--- src/rtl/microcode_sequencer.sv ---
// microcode_sequencer: accepts one RV32I instruction per handshake, classifies it,
// selects the per-class microcode ROM and address, latches the returned microcode
// word and issues it to the datapath as L+1 micro-steps under a valid/ack handshake.
//
// Ports:
//   clk, rst              clock, asynchronous active-high reset
//   instr_valid/instr     instruction offer from fetch; instr_ready accepts it
//   rom_class/rom_addr    ROM select and address (class 7 = none)
//   rom_data              microcode word from the selected ROM (same cycle)
//   uop_valid/uop/uop_step/uop_ack  micro-step handshake to the datapath
//   abort                 synchronous flush back to idle
//   busy/done/illegal     status; done and illegal are one-cycle pulses
module microcode_sequencer #(
  parameter int unsigned MICROCODE_WIDTH = 64
) (
  input  logic                       clk,
  input  logic                       rst,
  input  logic                       instr_valid,
  input  logic [31:0]                instr,
  output logic                       instr_ready,
  output logic [2:0]                 rom_class,
  output logic [3:0]                 rom_addr,
  input  logic [MICROCODE_WIDTH-1:0] rom_data,
  output logic                       uop_valid,
  output logic [MICROCODE_WIDTH-1:0] uop,
  output logic [3:0]                 uop_step,
  input  logic                       uop_ack,
  input  logic                       abort,
  output logic                       busy,
  output logic                       done,
  output logic                       illegal
);

  typedef enum logic [2:0] {
    StIdle,
    StDecode,
    StIssue,
    StDone,
    StErr
  } state_e;

  state_e                     state;
  logic [31:0]                instr_q;
  logic [MICROCODE_WIDTH-1:0] word_q;
  logic [3:0]                 step_q;

  logic [2:0] dec_class;
  logic [3:0] dec_addr;
  logic       dec_legal;

  // Classify the latched instruction; class 7 marks it illegal.
  always_comb begin
    logic [6:0] opcode;
    logic [2:0] funct3;
    logic [6:0] funct7;
    opcode    = instr_q[6:0];
    funct3    = instr_q[14:12];
    funct7    = instr_q[31:25];
    dec_class = 3'd7;
    dec_addr  = 4'd0;
    unique case (opcode)
      7'b0110011: begin
        if (funct7 == 7'h00 || (funct7 == 7'h20 && (funct3 == 3'b000 || funct3 == 3'b101))) begin
          dec_class = 3'd0;
          dec_addr  = {instr_q[30], funct3};
        end
      end
      7'b0010011: begin
        if ((funct3 != 3'b001 || funct7 == 7'h00) &&
            (funct3 != 3'b101 || funct7 == 7'h00 || funct7 == 7'h20)) begin
          dec_class = 3'd1;
          dec_addr  = {1'b0, funct3};
        end
      end
      7'b0000011: begin
        if (funct3 != 3'b011 && funct3 != 3'b110 && funct3 != 3'b111) begin
          dec_class = 3'd2;
          dec_addr  = {1'b0, funct3};
        end
      end
      7'b0100011: begin
        if (funct3 <= 3'b010) begin
          dec_class = 3'd3;
          dec_addr  = {1'b0, funct3};
        end
      end
      7'b1100011: begin
        if (funct3 != 3'b010 && funct3 != 3'b011) begin
          dec_class = 3'd4;
          dec_addr  = {1'b0, funct3};
        end
      end
      7'b1101111: begin
        dec_class = 3'd5;
        dec_addr  = 4'd0;
      end
      7'b1100111: begin
        if (funct3 == 3'b000) begin
          dec_class = 3'd5;
          dec_addr  = 4'd1;
        end
      end
      7'b0110111: begin
        dec_class = 3'd6;
        dec_addr  = 4'd0;
      end
      default: begin
        dec_class = 3'd7;
        dec_addr  = 4'd0;
      end
    endcase
    dec_legal = (dec_class != 3'd7);
  end

  always_ff @(posedge clk or posedge rst) begin
    if (rst) begin
      state   <= StIdle;
      instr_q <= '0;
      word_q  <= '0;
      step_q  <= '0;
    end else if (abort) begin
      // Flush wins over any handshake in the same cycle.
      state  <= StIdle;
      step_q <= '0;
    end else begin
      unique case (state)
        StIdle: begin
          if (instr_valid) begin
            instr_q <= instr;
            state   <= StDecode;
          end
        end
        StDecode: begin
          if (dec_legal) begin
            word_q <= rom_data;
            step_q <= '0;
            state  <= StIssue;
          end else begin
            state <= StErr;
          end
        end
        StIssue: begin
          if (uop_ack) begin
            if (step_q == word_q[MICROCODE_WIDTH-1 -: 4]) begin
              state <= StDone;
            end else begin
              step_q <= step_q + 4'd1;
            end
          end
        end
        StDone:  state <= StIdle;
        StErr:   state <= StIdle;
        default: state <= StIdle;
      endcase
    end
  end

  // Outputs decode straight from registered state, so reset clears them at once.
  always_comb begin
    instr_ready = (state == StIdle) && !abort;
    busy        = (state != StIdle);
    uop_valid   = (state == StIssue);
    uop_step    = (state == StIssue) ? step_q : 4'd0;
    uop         = (state == StIssue) ? {step_q, word_q[MICROCODE_WIDTH-5:0]} : '0;
    done        = (state == StDone) && !abort;
    illegal     = (state == StErr) && !abort;
    if (state == StDecode || state == StIssue) begin
      rom_class = dec_class;
      rom_addr  = dec_addr;
    end else begin
      rom_class = 3'd7;
      rom_addr  = 4'd0;
    end
  end

endmodule
--- config.mk ---
export PLATFORM = sky130hd
export DESIGN_NAME = microcode_sequencer
export DESIGN_NICKNAME = d
export VERILOG_FILES = /design/src/rtl/microcode_sequencer.sv
export SDC_FILE = /design/constraint.sdc
export NUM_CORES = 1
export LEC_CHECK = 0
export ABC_AREA = 1
export ABC_CLOCK_PERIOD_IN_PS = 3980
export CAP_MARGIN = 30
export CORE_UTILIZATION = 48
export DETAILED_ROUTE_END_ITERATION = 8
export GPL_ROUTABILITY_DRIVEN = 0
export GPL_TIMING_DRIVEN = 0
export PLACE_DENSITY = 0.93
export SYNTH_ARGS = -nofsm -noshare
export SYNTH_HDL_FRONTEND = slang
export SYNTH_SLANG_ARGS = --single-unit
export TNS_END_PERCENT = 50
--- constraint.sdc ---
create_clock -name clk -period 3.98 [get_ports clk]
set_clock_uncertainty 0.1 [all_clocks]
set_input_delay 0.398 -clock clk [delete_from_list [all_inputs] [get_ports clk]]
set_output_delay 0.398 -clock clk [all_outputs]
set_load 0.01 [all_outputs]
# --- After elaboration in Yosys (flattened, before gate mapping) ---
# Index checks and enable logic that the tools add are counted.
classes:
  n_eq_ne: 27
  n_div: 0
  add_sub_neg: 1
  bitwise_logic: 1
  magnitude_cmp: 1
  mul: 0
  muxes: 29
  n_shift: 0
  reduce_logical: 24
op_table:
  columns: ["operator", "count"]
  rows:
  - ["two-way mux 64 bit", 1]
  - ["two-way mux 3 bit", 14]
  - ["equality test 7 x 6 -> 1 bit (second input constant)", 4]
  - ["two-way mux 4 bit", 7]
  - ["case mux 3 bit (8 select lines)", 1]
  - ["case mux 4 bit (6 select lines)", 1]
  - ["equality test 7 bit (second input constant)", 3]
  - ["!= test 3 bit (second input constant)", 7]
  - ["!= test 3 x 1 -> 1 bit (second input constant)", 3]
  - ["case mux 3 bit (3 select lines)", 1]
  - ["AND reduction 3 bit", 3]
  - ["logical AND 1 bit", 8]
  - ["case mux 4 bit (2 select lines)", 1]
  - ["equality test 7 x 2 -> 1 bit (second input constant)", 1]
  - ["equality test 7 x 5 -> 1 bit (second input constant)", 1]
  - ["zero test 7 bit", 1]
  - ["equality test 3 x 2 -> 1 bit (second input constant)", 2]
  - ["equality test 3 bit (second input constant)", 2]
  - ["zero test 3 bit", 2]
  - ["logical OR 1 bit", 6]
  - ["!= test 3 x 2 -> 1 bit (second input constant)", 2]
  - ["nonzero test 3 bit", 2]
  - ["adder 4 x 1 -> 4 bit (second input constant)", 1]
  - ["equality test 4 bit", 1]
  - ["other kinds (7)", 8]
totals:
  ram_bits: 0
  out_inout_bits: 80
  reg_bits: 103
  memories: 0
  input_bits: 101
  latch_bits: 0
  romBits: 0

# --- Depth between registers and ports, before layout ---
logic_depth:
  ltp_word: 10
  depth_mapped: 15

# --- Worst setup path after synthesis ---
# OpenSTA, ideal clock, no wires.
synth_timing:
  path_kind: "register -> output"
  startpoint: "register state[2]"
  endpoint: "output uop_step[0]"
  arrival_ns: 1.518
  setup_slack_ns: 1.964
  t_required_ns: 3.482
  path_stages_with_launch: 7
  path_buffers: 3
  cell_sequence: "dfrtp_1 -> nor3_4 -> inv_2 -> clkbuf_1 -> clkbuf_1 -> nor2_1 -> buf_4"
synth_between:
  elab_chain_cells: 2
synth_rtl:
  columns: ["element", "line_no", "text"]
  rows:
  - ["start: declaration", "42", "state_e state;"]
  - ["start signal: assignment", "117", "state <= StIdle;"]
  - ["start signal: assignment", "123", "state <= StIdle;"]
  - ["start signal: assignment", "130", "state <= StDecode;"]
  - ["equality test 3 x 2 -> 1 bit", null, null]
  - ["named net uop_valid", "24", "output logic uop_valid,"]
  - ["two-way mux 4 bit", "163", "uop_step = (state == StIssue) ? step_q : 4'd0;"]
  - ["end: declaration", "26", "output logic [3:0] uop_step,"]
# The timed path passes the listed nets, and every way through them passes these cells.

# --- Worst setup path in the final report ---
layout_timing:
  startpoint: "register state[1]"
  endpoint: "output uop_step[0]"
layout_between:
  elab_chain_cells: 2
layout_rtl:
  columns: ["element", "line_no"]
  rows:
  - ["equality test 3 x 2 -> 1 bit", "163"]
  - ["two-way mux 4 bit", "163"]
# No other way between the ends.

==> results.py <==
metrics = {
    "yosys": {
        "synth_seq_area_share_pct": 46.7,
        "synth.cell_area_um2": 4710,
        "yosys_warnings": 0,
        "synth_cell_type_count": 33,
        "ys_ff_latch": 88,
        "synth.net_count": 732,
        "synth.avg_cell_area_um2": 7.48,
        "netlist_instances": 630,
    },
    "worst_hold_path": {
        "hold_path.class": "primary input to asynchronous set/reset pin",
    },
    "clock_tree": {
        "cts_tree": "done",
        "cts_sinks": 88,
        "clk_pin_slew_worst_paths_ns": 0.09,
        "cts-resized-gates": 0,
        "root_buffer": "clkbuf_8",
        "postCtsSetupBuffers": 0,
        "clk_path_buf_depth": 2,
        "cts_hold_buf": 0,
        "htreeDepth": 3,
        "clk_latency_ns": 0.35,
        "cts_buffers": 9,
    },
    "worst_setup_path": {
        "critPathCaptureType": "output pin",
        "critPathKind": "flip-flop to output pin",
        "arrival_ns": 2.55,
        "endpoint": "uop_step[0]",
        "crit_chain": "inv_2 -> nor3_4 -> inv_2 -> clkbuf_1 -> clkbuf_1 -> nor2_1 -> buf_4 -> clkdlybuf4s50_1",
        "reg2reg_to": "word_q[19]",
        "slowest_stage": "clkdlybuf4s50_1",
        "start_kind": "flip-flop",
        "crit_required_ns": 3.48,
        "rrSetupSlack_ns": 1.80,
        "critPathMaxStageDelay_ns": 0.46,
        "startpoint": "state[1]",
        "path_max_fanout": 10,
        "ff2ff_path_depth": 13,
        "reg2reg_from": "instr_q[6]",
    },
    "drt": {
        "wire_per_inst_um": 14.0,
        "vias_per_cell": 5.00,
        "drc": 0,
        "finalWirelength_um": 13200,
        "initialDrtViolationCount": 281,
        "vias": 4699,
        "firstDrtPassIters": 6,
        "drt.antenna.violating_nets": 0,
    },
    "power_and_ir_drop": {
        "peakVddDrop_mv": 0.289,
        "finalPower_mw": 3.28,
        "p_switching_mw": 1.20,
        "p_sw_share_pct": 36.6,
        "seqPwrFrac_pct": 47.6,
        "p_leak_nw": 3.15,
        "internal-power_mw": 2.08,
        "powerDensity_nw_per_um2": 485,
        "combPwrFrac_pct": 31.8,
        "p_clk_share_pct": 20.5,
    },
    "outcome": {
        "status": "completed",
    },
    "global_route": {
        "grt_pass1_vias": 4637,
        "grt_max_degree": 54,
        "grt_pass1_wl_um": 21300,
        "track_usage_pct": 26.7,
        "antenna_found_initial": 0,
        "grt.overflow.total": 0,
    },
    "die": {
        "num_rows": 35,
        "fp.dieH_um": 101,
        "core_area_um2": 9370,
        "io_pins": 181,
        "initial_core_util_pct": 50.3,
        "die_w_um": 101,
        "die_area_um2": 10200,
    },
    "final_layout": {
        "fill_cells": 731,
        "area_growth_pct": 43.6,
        "n_antenna_cell": 0,
        "fin_nets": 909,
        "drive_above_1_share_pct": 10.2,
    },
    "placement": {
        "place_ws_ns": 1.30,
        "port_buffers": 165,
        "detailed_place_hpwl_um": 9910,
    },
    "sta": {
        "period_minus_slack_ns": 3.05,
        "setup_viol": 0,
        "hold_ws_ns": 0.312,
        "drv_slew": 0,
        "relSlewSlack_pct": 63.8,
        "tightest_slew_ns": 0.543,
        "final_hold_viol_count": 0,
        "tns_ns": 0,
        "period_share_pct": 76.6,
        "layout_setup_ws_ns": 0.933,
        "rsz0062_at_grt": "false",
        "fmax_ghz": 0.328,
    },
    "run": {
        "cap_viol_max_count": 0,
    },
}
cells by family (layout without fill, tap and decap cells):
group                    Yosys count  in the layout  synth area share (%)
AO/OA/AOI/OAI                     21             21                  2.50
AND/OR/NAND/NOR                  379            379                  35.2
flip-flops                        88             88                  46.7
multiplexers                       8              8                  1.91
adder cells (fa/ha/maj)            1              1                 0.265
buffers and inverters            127            308                  12.3
XOR/XNOR                           6              6                  1.11
final cells by class:
cell class	instances	area, um^2	share of cell area, %
Buffer	34	229	3.38
Clock buffer	10	128	1.89
Clock inverter	5	82.6	1.22
Inverter	93	352	5.20
Multi-Input combinational cell	415	1930	28.6
Sequential cell	88	2200	32.5
Tap cell	129	161	2.39
Timing Repair Buffer	166	1680	24.8
cell usage after synthesis:
master,number,area (um^2)
xnor2_1,5,43.8
o22ai_1,2,12.5
nor2_1,97,364
nand3b_1,2,15.0
buf_6,5,56.3
o21ai_0,2,10.0
nor2_4,2,22.5
nor2_2,4,25.0
ha_1,1,12.5
nand2_2,25,156
nor3_4,1,16.3
or2_1,1,6.26
o221ai_1,1,8.76
o21ai_1,1,5.00
nor3_1,10,50.1
buf_2,7,35.0
and2_1,1,6.26
dfrtp_1,88,2200
mux2_2,8,90.1
inv_2,6,22.5
nand4_1,1,6.26
o311ai_0,1,8.76
buf_4,6,45.0
nand3_2,1,10.0
buf_12,2,40.0
nand3_1,83,415
inv_1,87,327
clkbuf_1,12,45.0
buf_1,2,7.51
nand2_1,151,567
xor2_1,1,8.76
o211ai_1,1,7.51
a21oi_1,13,65.1
worst max-delay path, delay by kind of cell (launching register included):
kind,cells,cell delay (ns)
buf+inv,6,1.61
flops,1,0.43
simple gates,2,0.17
layer usage:
layer | part of all wire (%) | global-route usage (%)
met1 | 39 | 31.9
met2 | 52 | 47.8
met3 | 5.9 | 5.13
met4 | 2.9 | 9.81
met5 | 0 | 0
how the worst min path moves through the flow:
stage | from | end | slack, ns | depth (start not counted)
after global routing | rst | word_q[6] | 0.37 | 2
after floorplan | word_q[10] | word_q[10] | 0.34 | 2
final | rst | word_q[8] | 0.31 | 2
after CTS | rst | word_q[8] | 0.32 | 2
after global placement | word_q[6] | word_q[6] | 0.35 | 2
after detailed placement | word_q[34] | word_q[34] | 0.36 | 2
power by group through the flow:
| stage | clock network (mW) | logic (mW) | registers (mW) |
|---|---|---|---|
| 6_report | 0.674 | 1.05 | 1.56 |
| 5_1_grt | 0.718 | 1.19 | 1.62 |
| 4_1_cts | 0.681 | 1.05 | 1.56 |
| 3_5_place_dp | 0 | 1.04 | 1.57 |
| 3_3_place_gp | 0 | 0.968 | 1.54 |
| 2_1_floorplan | 0 | 0.740 | 1.50 |
flip-flops by register name, summed over array words and instances (netlist names):
signal and count:
state 3, step_q 4, word_q 64, instr_q 17
metrics by stage:
stage	std cells	area [um^2]	utilization, %
2_1_floorplan	630	4710	-
3_3_place_gp	924	6530	69.6
3_5_place_dp	925	6560	70.0
4_1_cts	940	6770	72.2
5_1_grt	940	6770	72.2
6_report	940	6770	72.2
layout by cell type, fill, tap and decap left out, drive strengths merged, types with 11 or more instances in the layout:
cell type      netlist  routed
a21oi               13      13
buf                 22      23
clkbuf              12      22
clkdlybuf4s50        0     165
dfrtp               88      88
inv                 93      93
nand2              176     176
nand3               84      84
nor2               103     103
nor3                11      11
Power figures use the tool's default switching activity.
